### src/rtl/piso_serializer.sv
// rtl/piso_serializer.sv - parallel-in serial-out word serializer with valid and end-of-word pulse
// Define PISO_PARITY_EN to append an even-parity bit after the data bits.
module piso_serializer #(
    parameter int WIDTH     = 4,
    parameter bit MSB_FIRST = 1'b1
) (
    input  logic             clk,
    input  logic             rst,
    input  logic             load,
    input  logic [WIDTH-1:0] in,
    output logic             ready,
    output logic             sout,
    output logic             sout_valid,
    output logic             done
);

    localparam int CW = $clog2(WIDTH) + 1;
    localparam logic [CW-1:0] LAST_IDX = CW'(WIDTH - 1);

`ifdef PISO_PARITY_EN
    typedef enum logic [1:0] {IDLE, SHIFT, PAR, DONE} state_t;
    logic             par_q;
`else
    typedef enum logic [1:0] {IDLE, SHIFT, DONE} state_t;
`endif

    state_t           state_q;
    logic [WIDTH-1:0] shreg_q;
    logic [WIDTH-1:0] shreg_d;
    logic [CW-1:0]    cnt_q;
    logic             sout_q;
    logic             sout_valid_q;
    logic             done_q;
    logic             first_bit;
    logic             next_bit;

    // shreg always holds the current bit at its output end, so the next bit sits one place in
    always_comb begin
        shreg_d   = MSB_FIRST ? (shreg_q << 1) : (shreg_q >> 1);
        next_bit  = MSB_FIRST ? shreg_q[WIDTH-2] : shreg_q[1];
        first_bit = MSB_FIRST ? in[WIDTH-1] : in[0];
    end

    always_ff @(posedge clk or posedge rst) begin
        if (rst) begin
            state_q      <= IDLE;
            shreg_q      <= '0;
            cnt_q        <= '0;
            sout_q       <= 1'b0;
            sout_valid_q <= 1'b0;
            done_q       <= 1'b0;
`ifdef PISO_PARITY_EN
            par_q        <= 1'b0;
`endif
        end else begin
            case (state_q)
                IDLE: begin
                    done_q <= 1'b0;
                    if (load) begin
                        state_q      <= SHIFT;
                        shreg_q      <= in;
                        cnt_q        <= '0;
                        sout_q       <= first_bit;
                        sout_valid_q <= 1'b1;
`ifdef PISO_PARITY_EN
                        par_q        <= ^in;
`endif
                    end
                end
                SHIFT: begin
                    cnt_q <= cnt_q + 1'b1;
                    if (cnt_q == LAST_IDX) begin
`ifdef PISO_PARITY_EN
                        state_q      <= PAR;
                        sout_q       <= par_q;
`else
                        state_q      <= DONE;
                        sout_q       <= 1'b0;
                        sout_valid_q <= 1'b0;
                        done_q       <= 1'b1;
`endif
                    end else begin
                        shreg_q <= shreg_d;
                        sout_q  <= next_bit;
                    end
                end
`ifdef PISO_PARITY_EN
                PAR: begin
                    state_q      <= DONE;
                    sout_q       <= 1'b0;
                    sout_valid_q <= 1'b0;
                    done_q       <= 1'b1;
                end
`endif
                DONE: begin
                    state_q <= IDLE;
                    done_q  <= 1'b0;
                end
                default: begin
                    state_q      <= IDLE;
                    sout_q       <= 1'b0;
                    sout_valid_q <= 1'b0;
                    done_q       <= 1'b0;
                end
            endcase
        end
    end

    assign ready      = (state_q == IDLE);
    assign sout       = sout_q;
    assign sout_valid = sout_valid_q;
    assign done       = done_q;

endmodule

### config.mk
export PLATFORM = sky130hd
export DESIGN_NAME = piso_serializer
export DESIGN_NICKNAME = d
export VERILOG_FILES = /design/src/rtl/piso_serializer.sv
export SDC_FILE = /design/constraint.sdc
export NUM_CORES = 1
export LEC_CHECK = 0
export CAP_MARGIN = 25
export CORE_AREA = 2 2 39 41
export CTS_CLUSTER_SIZE = 16
export DETAILED_ROUTE_END_ITERATION = 12
export DIE_AREA = 0 0 41 43
export PLACE_DENSITY = 0.66
export SLEW_MARGIN = 20
export SYNTH_ARGS = -nofsm -noshare
export SYNTH_HDL_FRONTEND = slang
export SYNTH_SLANG_ARGS = --single-unit
### constraint.sdc
create_clock -name clk -period 1.9 [get_ports clk]
set_input_delay 0.475 -clock clk [delete_from_list [all_inputs] [get_ports clk]]
set_output_delay 0.475 -clock clk [all_outputs]
set_load 0.02 [all_outputs]
==> flow_summary.ini, run 1 <==
[layout]
synthToLayoutAreaGrowth_pct = 28.77
antennaDiodeCount = 0
postLayoutCellArea_um2 = 705.7
drive_above_1_share = 0.2000
register_area_um2 = 275.3
fill_cells = 129
multiInputGateArea_um2 = 235.2
nets = 75

[synth]
syn_area_per_cell_um2 = 11.18
synth_warnings = 0
ys_ff_latch = 11
synth_seq_area_share = 0.5023
syn_inst = 49
ys_types = 19
syn_nets = 58
netlist_area_um2 = 548.0

[sta]
worst_slack_ns = 0.07748
fmax_mhz = 548.7
worst_slew_pin_slew_ns = 0.4172
fin_skew_ns = 0.002157
hold_ws_ns = 0.4900
finalCritPeriodShare = 0.9592
hold_viol_final = 0
setup_tns_ns = 0
finalMaxSlewViolations = 0
maxSlewHeadroom = 0.7216
finalCriticalPeriod_ns = 1.823
grt_setup_unrepaired = false
report.final.setup_viol = 0

[worst_setup_path]
cp_cell_sequence = nor2_1, clkdlybuf4s50_1
critPathKind = register to primary output
crit_arrival_ns = 1.35
reg2reg_slack_ns = 0.30
cp_max_fo = 2
cp.buffers_inverters = 1
cp.depth = 2
endpoint = ready
reg2reg_from = cnt_q[0]
cp-start-kind = register
r2r-end = shreg_q[1]
critPathRequiredTime_ns = 1.42
worstSetupEndpointType = primary output
crit_family = buffers and inverters
max_stage_delay_ns = 0.60
r2r.worst_path.cells = 5
cpMaxStageDelayCell = clkdlybuf4s50_1
critPathLaunch = state_q[0]

[routing]
ant_nets = 0
firstDrtPassIters = 3
wl_per_cell_um = 11.20
wirelength_um = 907
via_count = 395
drtIter0Drc = 3
vias_per_cell = 4.877
drc_errors = 0

[die]
rows = 14
die_w_um = 41
dieArea_um2 = 1763
die_h_um = 43
io_pins = 11
core_um2 = 1384
initial_utilization = 0.3960

[placement]
dpl_cell_area_um2 = 679.4
io_buffer_count = 10
pre_cts_ws_ns = 0.1121
place_congestion = 0.6285
hpwl_um = 677.8

[global_route]
grt_max_degree = 12
grt_pass1_wl_um = 1600
grt_pass1_vias = 374
overflow = 0
antenna_found_initial = 0
grt.total_usage = 0.1362

[clock_network]
h-tree-depth = 1
clk_path_buf_depth = 2
postCtsSetupBuffers = 0
cts_resized = 0
cts_root_buffer = clkbuf_4
clkTransAtPathRegs_ns = 0.07
cts_sinks = 11
clock_latency_ns = 0.26
numCtsBuffers = 3
tritoncts = yes
hold_buffers = 0

[flow_run]
cap_violations = 0

[worst_hold_path]
holdCritPathClass = register to register

[power]
p_leak_nw = 0.3355
ir_drop_mv = 0.6298
pwr_density_cell_nw_per_um2 = 1558

[run_status]
outcome = finished, final reports clean
Yosys cell counts:
master | n | share of area
nor2_1 | 4 | 0.027
dfrtp_1 | 11 | 0.50
nand2b_1 | 1 | 0.011
o21bai_1 | 1 | 0.014
a22oi_1 | 1 | 0.014
nand2b_4 | 1 | 0.025
nor2b_4 | 1 | 0.025
ha_1 | 2 | 0.046
a21oi_1 | 2 | 0.018
buf_6 | 1 | 0.021
inv_1 | 7 | 0.048
nand3b_1 | 1 | 0.014
nor2b_1 | 1 | 0.011
o21ba_2 | 1 | 0.018
o21ai_0 | 4 | 0.037
o22ai_1 | 2 | 0.023
nand2_1 | 3 | 0.021
o22a_1 | 1 | 0.016
mux2_4 | 4 | 0.11
kinds of logic (layout without fill, tap and decap cells):
group	Yosys count	count (layout)	share of synthesized area
buf+inv	8	24	0.06850
fa+ha+maj	2	2	0.04565
mux	4	4	0.1096
compound gates	12	12	0.1393
simple gates	12	12	0.1347
flops	11	11	0.5023
final cells by class:
| class | count | share of cell area |
|---|---|---|
| multi-input combinational | 30 | 0.3333 |
| tap | 16 | 0.02837 |
| clock buffer | 4 | 0.03723 |
| sequential | 11 | 0.3901 |
| inverter | 7 | 0.03723 |
| timing repair buffer | 13 | 0.1738 |
worst min-delay path, stage by stage, from the launching register on:
cell,delay [ns]
dfrtp_1,0.35
nand2_1,0.05
o21ai_0,0.06
placed cells by master, fill, tap and decap left out, types with 2 or more instances in the layout:
cell and count:
a21oi_1 2, buf_4 3, clkbuf_4 3, clkdlybuf4s50_1 10, dfrtp_1 11, ha_1 2
inv_1 7, mux2_4 4, nand2_1 3, nor2_1 4, o21ai_0 4, o22ai_1 2
worst min-delay path by stage:
stage             start  endpoint  cells past startpoint
3_3_place_gp   cnt_q[1]  cnt_q[1]                      2
4_1_cts        cnt_q[2]  cnt_q[2]                      2
5_1_grt        cnt_q[1]  cnt_q[1]                      2
2_1_floorplan       rst  cnt_q[0]                      1
6_report       cnt_q[2]  cnt_q[2]                      2
3_5_place_dp   cnt_q[2]  cnt_q[2]                      2
through the flow:
stage / std cells / utilization / power, mW
6_report: 81 / 0.5099 / 1.099
3_5_place_dp: 77 / 0.4910 / 0.9518
2_1_floorplan: 49 / - / 0.7995
5_1_grt: 81 / 0.5099 / 1.193
3_3_place_gp: 77 / 0.4910 / 0.9426
4_1_cts: 81 / 0.5099 / 1.117
power by group:
| part | internal, mW | switching (mW) |
|---|---|---|
| logic | 0.311 | 0.251 |
| clock network | 0.0811 | 0.0765 |
| registers | 0.329 | 0.0513 |
| total | 0.720 | 0.379 |
routing by layer:
layer / vias up / wire length (um) / GRT usage
met5: - / 0 / 0
met4: 0 / 9 / 0.08000
met3: 2 / 54 / 0.03665
met2: 8 / 411 / 0.1719
met1: 190 / 431 / 0.2007
li1: 195 / - / -
state kept, by name, summed over array words and instances (netlist names):
name,count
done,1
shreg_q,3
sout,1
state_q,2
sout_valid,1
cnt_q,3
No activity file was read; power rests on OpenSTA's default activity.
==> run 2: changes to the inputs <==
CTS_BUF_LIST = sky130_fd_sc_hd__clkbuf_4 sky130_fd_sc_hd__clkbuf_8   (was unset)
==> run 2 against run 1 <==
Die area stayed put. Via count unchanged. First-iteration DRC count is the same. Critical path type unchanged. Cell count unchanged. Sequential power barely moved. Clock-buffer cell count is the same.
==> flow_summary.ini, run 2 (same netlist as run 1, synthesis figures left out) <==
[global_route]
met3_usage = 0.03665
global_route.usage.met2 = 0.1719
gr-usage-met1 = 0.2007
grt.total_usage = 0.1362
top_usage_layer = met1
grt_pass1_wl_um = 1600
antenna_found_initial = 0
grt_max_degree = 12
grt_pass1_vias = 374
overflow = 0

[worst_setup_path]
cp-start-kind = register
cpMaxStageDelayCell = clkdlybuf4s50_1
r2r-end = shreg_q[1]
cp.buffers_inverters = 1
worstSetupEndpointType = primary output
cp_max_fo = 2
max_stage_delay_ns = 0.60
r2r.worst_path.cells = 5
crit_arrival_ns = 1.35
reg2reg_from = cnt_q[0]
cp_cell_sequence = nor2_1, clkdlybuf4s50_1
reg2reg_slack_ns = 0.30
crit_family = buffers and inverters
critPathRequiredTime_ns = 1.42
critPathKind = register to primary output

[layout]
drive_above_1_share = 0.2154
fill_cells = 127
antennaDiodeCount = 0
reg_top3 = cnt_q x3, shreg_q x3, state_q x2
nets = 75
layout_commonest_cell = dfrtp_1
layout_common_cells = dfrtp_1, clkdlybuf4s50_1, inv_1
synthToLayoutAreaGrowth_pct = 29.45

[routing]
drc_errors = 0
wl_per_cell_um = 11.20
drtIter0Drc = 3
vias_per_cell = 4.877
wirelength_um = 907
ant_nets = 0
firstDrtPassIters = 3
via_count = 395

[die]
rows = 14
io_pins = 11
core_um2 = 1384
initial_utilization = 0.3960
die_h_um = 43
die_w_um = 41
dieArea_um2 = 1763

[clock_network]
numCtsBuffers = 3
clk_path_buf_depth = 2
clock_latency_ns = 0.26
cts_resized = 0
clkTransAtPathRegs_ns = 0.07
tritoncts = yes
h-tree-depth = 1
postCtsSetupBuffers = 0
cts_root_buffer = clkbuf_4
cts_sinks = 11
hold_buffers = 0

[sta]
maxSlewHeadroom = 0.7216
finalMaxSlewViolations = 0
hold_viol_final = 0
worst_slew_pin_slew_ns = 0.4172
grt_setup_unrepaired = false
report.final.setup_viol = 0
finalCritPeriodShare = 0.9592
fmax_mhz = 548.7
worst_slack_ns = 0.07748
fin_skew_ns = 0.002252
setup_tns_ns = 0
finalCriticalPeriod_ns = 1.823

[power]
ir_drop_mv = 0.6315
p_leak_nw = 0.3389
pwr_density_cell_nw_per_um2 = 1570

[worst_hold_path]
holdPathStages = 2
hold_start = cnt_q[2]
holdCritPathClass = register to register
hold-path-endpoint = cnt_q[2]

[run_status]
outcome = finished, final reports clean

[placement]
pre_cts_ws_ns = 0.1121
io_buffer_count = 10
place_congestion = 0.6285
hpwl_um = 677.8

[flow_run]
cap_violations = 0
run 2: how the worst max path moves through the flow:
stage | from | to | slack (ns) | depth (start not counted)
2_1_floorplan | cnt_q[0] | shreg_q[1] | 0.40 | 5
3_3_place_gp | load | shreg_q[1] | 0.12 | 4
3_5_place_dp | load | shreg_q[2] | 0.11 | 4
4_1_cts | state_q[0] | ready | 0.04 | 2
5_1_grt | state_q[1] | ready | 0.0008 | 2
6_report | state_q[0] | ready | 0.08 | 2
run 2: report_power, final:
group / leakage (nW) / internal, mW / switching (mW)
clock: 0.0184 / 0.0953 / 0.0766
sequential: 0.137 / 0.329 / 0.0513
combinational: 0.184 / 0.311 / 0.251
run 2: routing by layer:
layer | up-vias | routed length [um]
met5 | - | 0
met4 | 0 | 9
met3 | 2 | 54
met2 | 8 | 412
met1 | 190 | 431
li1 | 195 | -
run 2: layout make-up:
class / instances / area, um2 / share of cell area
clock buffers: 4 / 30.03 / 0.04233
multi-input cells: 30 / 235.2 / 0.3316
inverters: 7 / 26.28 / 0.03704
well taps: 16 / 20.02 / 0.02822
repair buffers: 13 / 122.6 / 0.1728
flip-flops and latches: 11 / 275.3 / 0.3880
run 2: worst register-to-register path, stage by stage, from the launching register on:
cell and delay, ns:
dfrtp_1 0.39, ha_1 0.20, ha_1 0.26, nor2b_4 0.14
o21ba_2 0.20, mux2_4 0.30
run 2: through the flow:
step / instance area, um2 / cells / power [mW] / hold WS (ns) / utilization
floorplan: 548.0 / 49 / 0.7995 / 0.3274 / -
global placement: 679.4 / 77 / 0.9426 / 0.4704 / 0.4910
detailed placement: 679.4 / 77 / 0.9518 / 0.4761 / 0.4910
CTS: 709.4 / 81 / 1.132 / 0.4967 / 0.5127
global route: 709.4 / 81 / 1.207 / 0.5176 / 0.5127
finish: 709.4 / 81 / 1.114 / 0.4902 / 0.5127
==> run 3: changes to the inputs <==
REMOVE_ABC_BUFFERS = 1   (was unset)
==> run 3 against run 2 <==
Register-to-register slack improved by 0.02 ns. Largest cell class unchanged. Cell count rose by 1.2%. Critical path type unchanged. Clock-buffer cell count is the same.
==> flow_summary.ini, run 3 (same netlist as run 1, synthesis figures left out) <==
[sta]
hold_viol_final = 0
fin_skew_ns = 0.005173
finalCriticalPeriod_ns = 1.828
report.final.setup_viol = 0
grt_setup_unrepaired = false
setup_tns_ns = 0
finalMaxSlewViolations = 0
finalCritPeriodShare = 0.9620
worst_slack_ns = 0.07221
fmax_mhz = 547.1
maxSlewHeadroom = 0.7225
worst_slew_pin_slew_ns = 0.4159

[global_route]
grt_pass1_vias = 380
antenna_found_initial = 0
overflow = 0
grt_max_degree = 12
grt.total_usage = 0.1507
grt_pass1_wl_um = 1635

[worst_setup_path]
max_stage_delay_ns = 0.60
cp-start-kind = register
critPathLaunch = state_q[1]
cp.buffers_inverters = 1
worstSetupEndpointType = primary output
cp_cell_sequence = nor2_1, clkdlybuf4s50_1
r2r-end = shreg_q[2]
cp_max_fo = 2
cpMaxStageDelayCell = clkdlybuf4s50_1
critPathKind = register to primary output
crit_family = buffers and inverters
r2r.worst_path.cells = 5
cp.depth = 2
critPathRequiredTime_ns = 1.42
reg2reg_from = cnt_q[0]
reg2reg_slack_ns = 0.32
endpoint = ready
crit_arrival_ns = 1.35

[die]
rows = 14
core_um2 = 1384
io_pins = 11
initial_utilization = 0.3960
dieArea_um2 = 1763
die_w_um = 41
die_h_um = 43

[power]
pwr_density_cell_nw_per_um2 = 1565
p_leak_nw = 0.3437
ir_drop_mv = 0.5513

[routing]
wirelength_um = 978
vias_per_cell = 4.768
wl_met3_um = 53
drc_errors = 0
wl_met1_um = 474
firstDrtPassIters = 2
via_count = 391
route.met2.wl_um = 395
wl_per_cell_um = 11.93
top_layer = met4
ant_nets = 0
drtIter0Drc = 1

[layout]
antennaDiodeCount = 0
synthToLayoutAreaGrowth_pct = 30.82
nets = 76
drive_above_1_share = 0.2273
layout_commonest_cell = dfrtp_1
fill_cells = 131
layout_common_cells = dfrtp_1, clkdlybuf4s50_1, inv_1
reg_top3 = cnt_q x3, shreg_q x3, state_q x2

[clock_network]
h-tree-depth = 1
cts_resized = 0
cts_root_buffer = clkbuf_4
numCtsBuffers = 3
tritoncts = yes
postCtsSetupBuffers = 0
clock_latency_ns = 0.28
clk_path_buf_depth = 2
cts_sinks = 11
hold_buffers = 0
clkTransAtPathRegs_ns = 0.07

[run_status]
outcome = finished, final reports clean

[worst_hold_path]
holdCritPathClass = primary input to async pin

[placement]
hpwl_um = 710.7
place_congestion = 0.6760
pre_cts_ws_ns = 0.1633
io_buffer_count = 10

[flow_run]
cap_violations = 0
[run 3: cell count changes in the layout (fill, tap and decap cells not counted), sizes merged]
cell	delta
buf	+1
[run 3: area by class of cell]
class                      count  area (um2)  area share
clock buffer                   4       30.03     0.04188
inverter                       7       26.28     0.03665
multi-input combinational     30       235.2      0.3281
sequential                    11       275.3      0.3839
timing repair buffer          14       130.1      0.1815
tap                           16       20.02     0.02792
[run 3: power breakdown]
| group | leakage [nW] | total (mW) | switching [mW] | internal [mW] |
|---|---|---|---|---|
| Clock | 0.0184 | 0.180 | 0.0842 | 0.0957 |
| Sequential | 0.137 | 0.380 | 0.0514 | 0.329 |
| Combinational | 0.188 | 0.562 | 0.251 | 0.311 |
[run 3: worst min path at each step]
stage / to / slack [ns] / cells past startpoint
after floorplan: cnt_q[0] / 0.33 / 1
after global placement: cnt_q[2] / 0.47 / 2
after detailed placement: cnt_q[2] / 0.47 / 2
after CTS: cnt_q[2] / 0.49 / 2
after global routing: shreg_q[2] / 0.53 / 1
final: sout / 0.48 / 2
[run 3: per-layer routing]
layer	vias to the layer above	GRT usage
met2	10	0.1938
met3	4	0.03141
met5	-	0
met4	0	0.1600
li1	199	-
met1	178	0.1886
[run 3: worst reg2reg max path: cells and delay by family, from the launching register on]
family	cells	cell delay (ns)
compound gates	1	0.19
fa+ha+maj	2	0.45
flops	1	0.40
mux	1	0.30
simple gates	1	0.13
[run 3: stage by stage]
step	power (mW)	instances	hold WS, ns	util	area [um2]
after floorplan	0.7744	48	0.3274	-	536.8
after global placement	0.9422	78	0.4683	0.4964	686.9
after detailed placement	0.9537	78	0.4709	0.4964	686.9
after CTS	1.136	82	0.4879	0.5181	716.9
after global routing	1.213	82	0.5327	0.5181	716.9
final	1.122	82	0.4805	0.5181	716.9
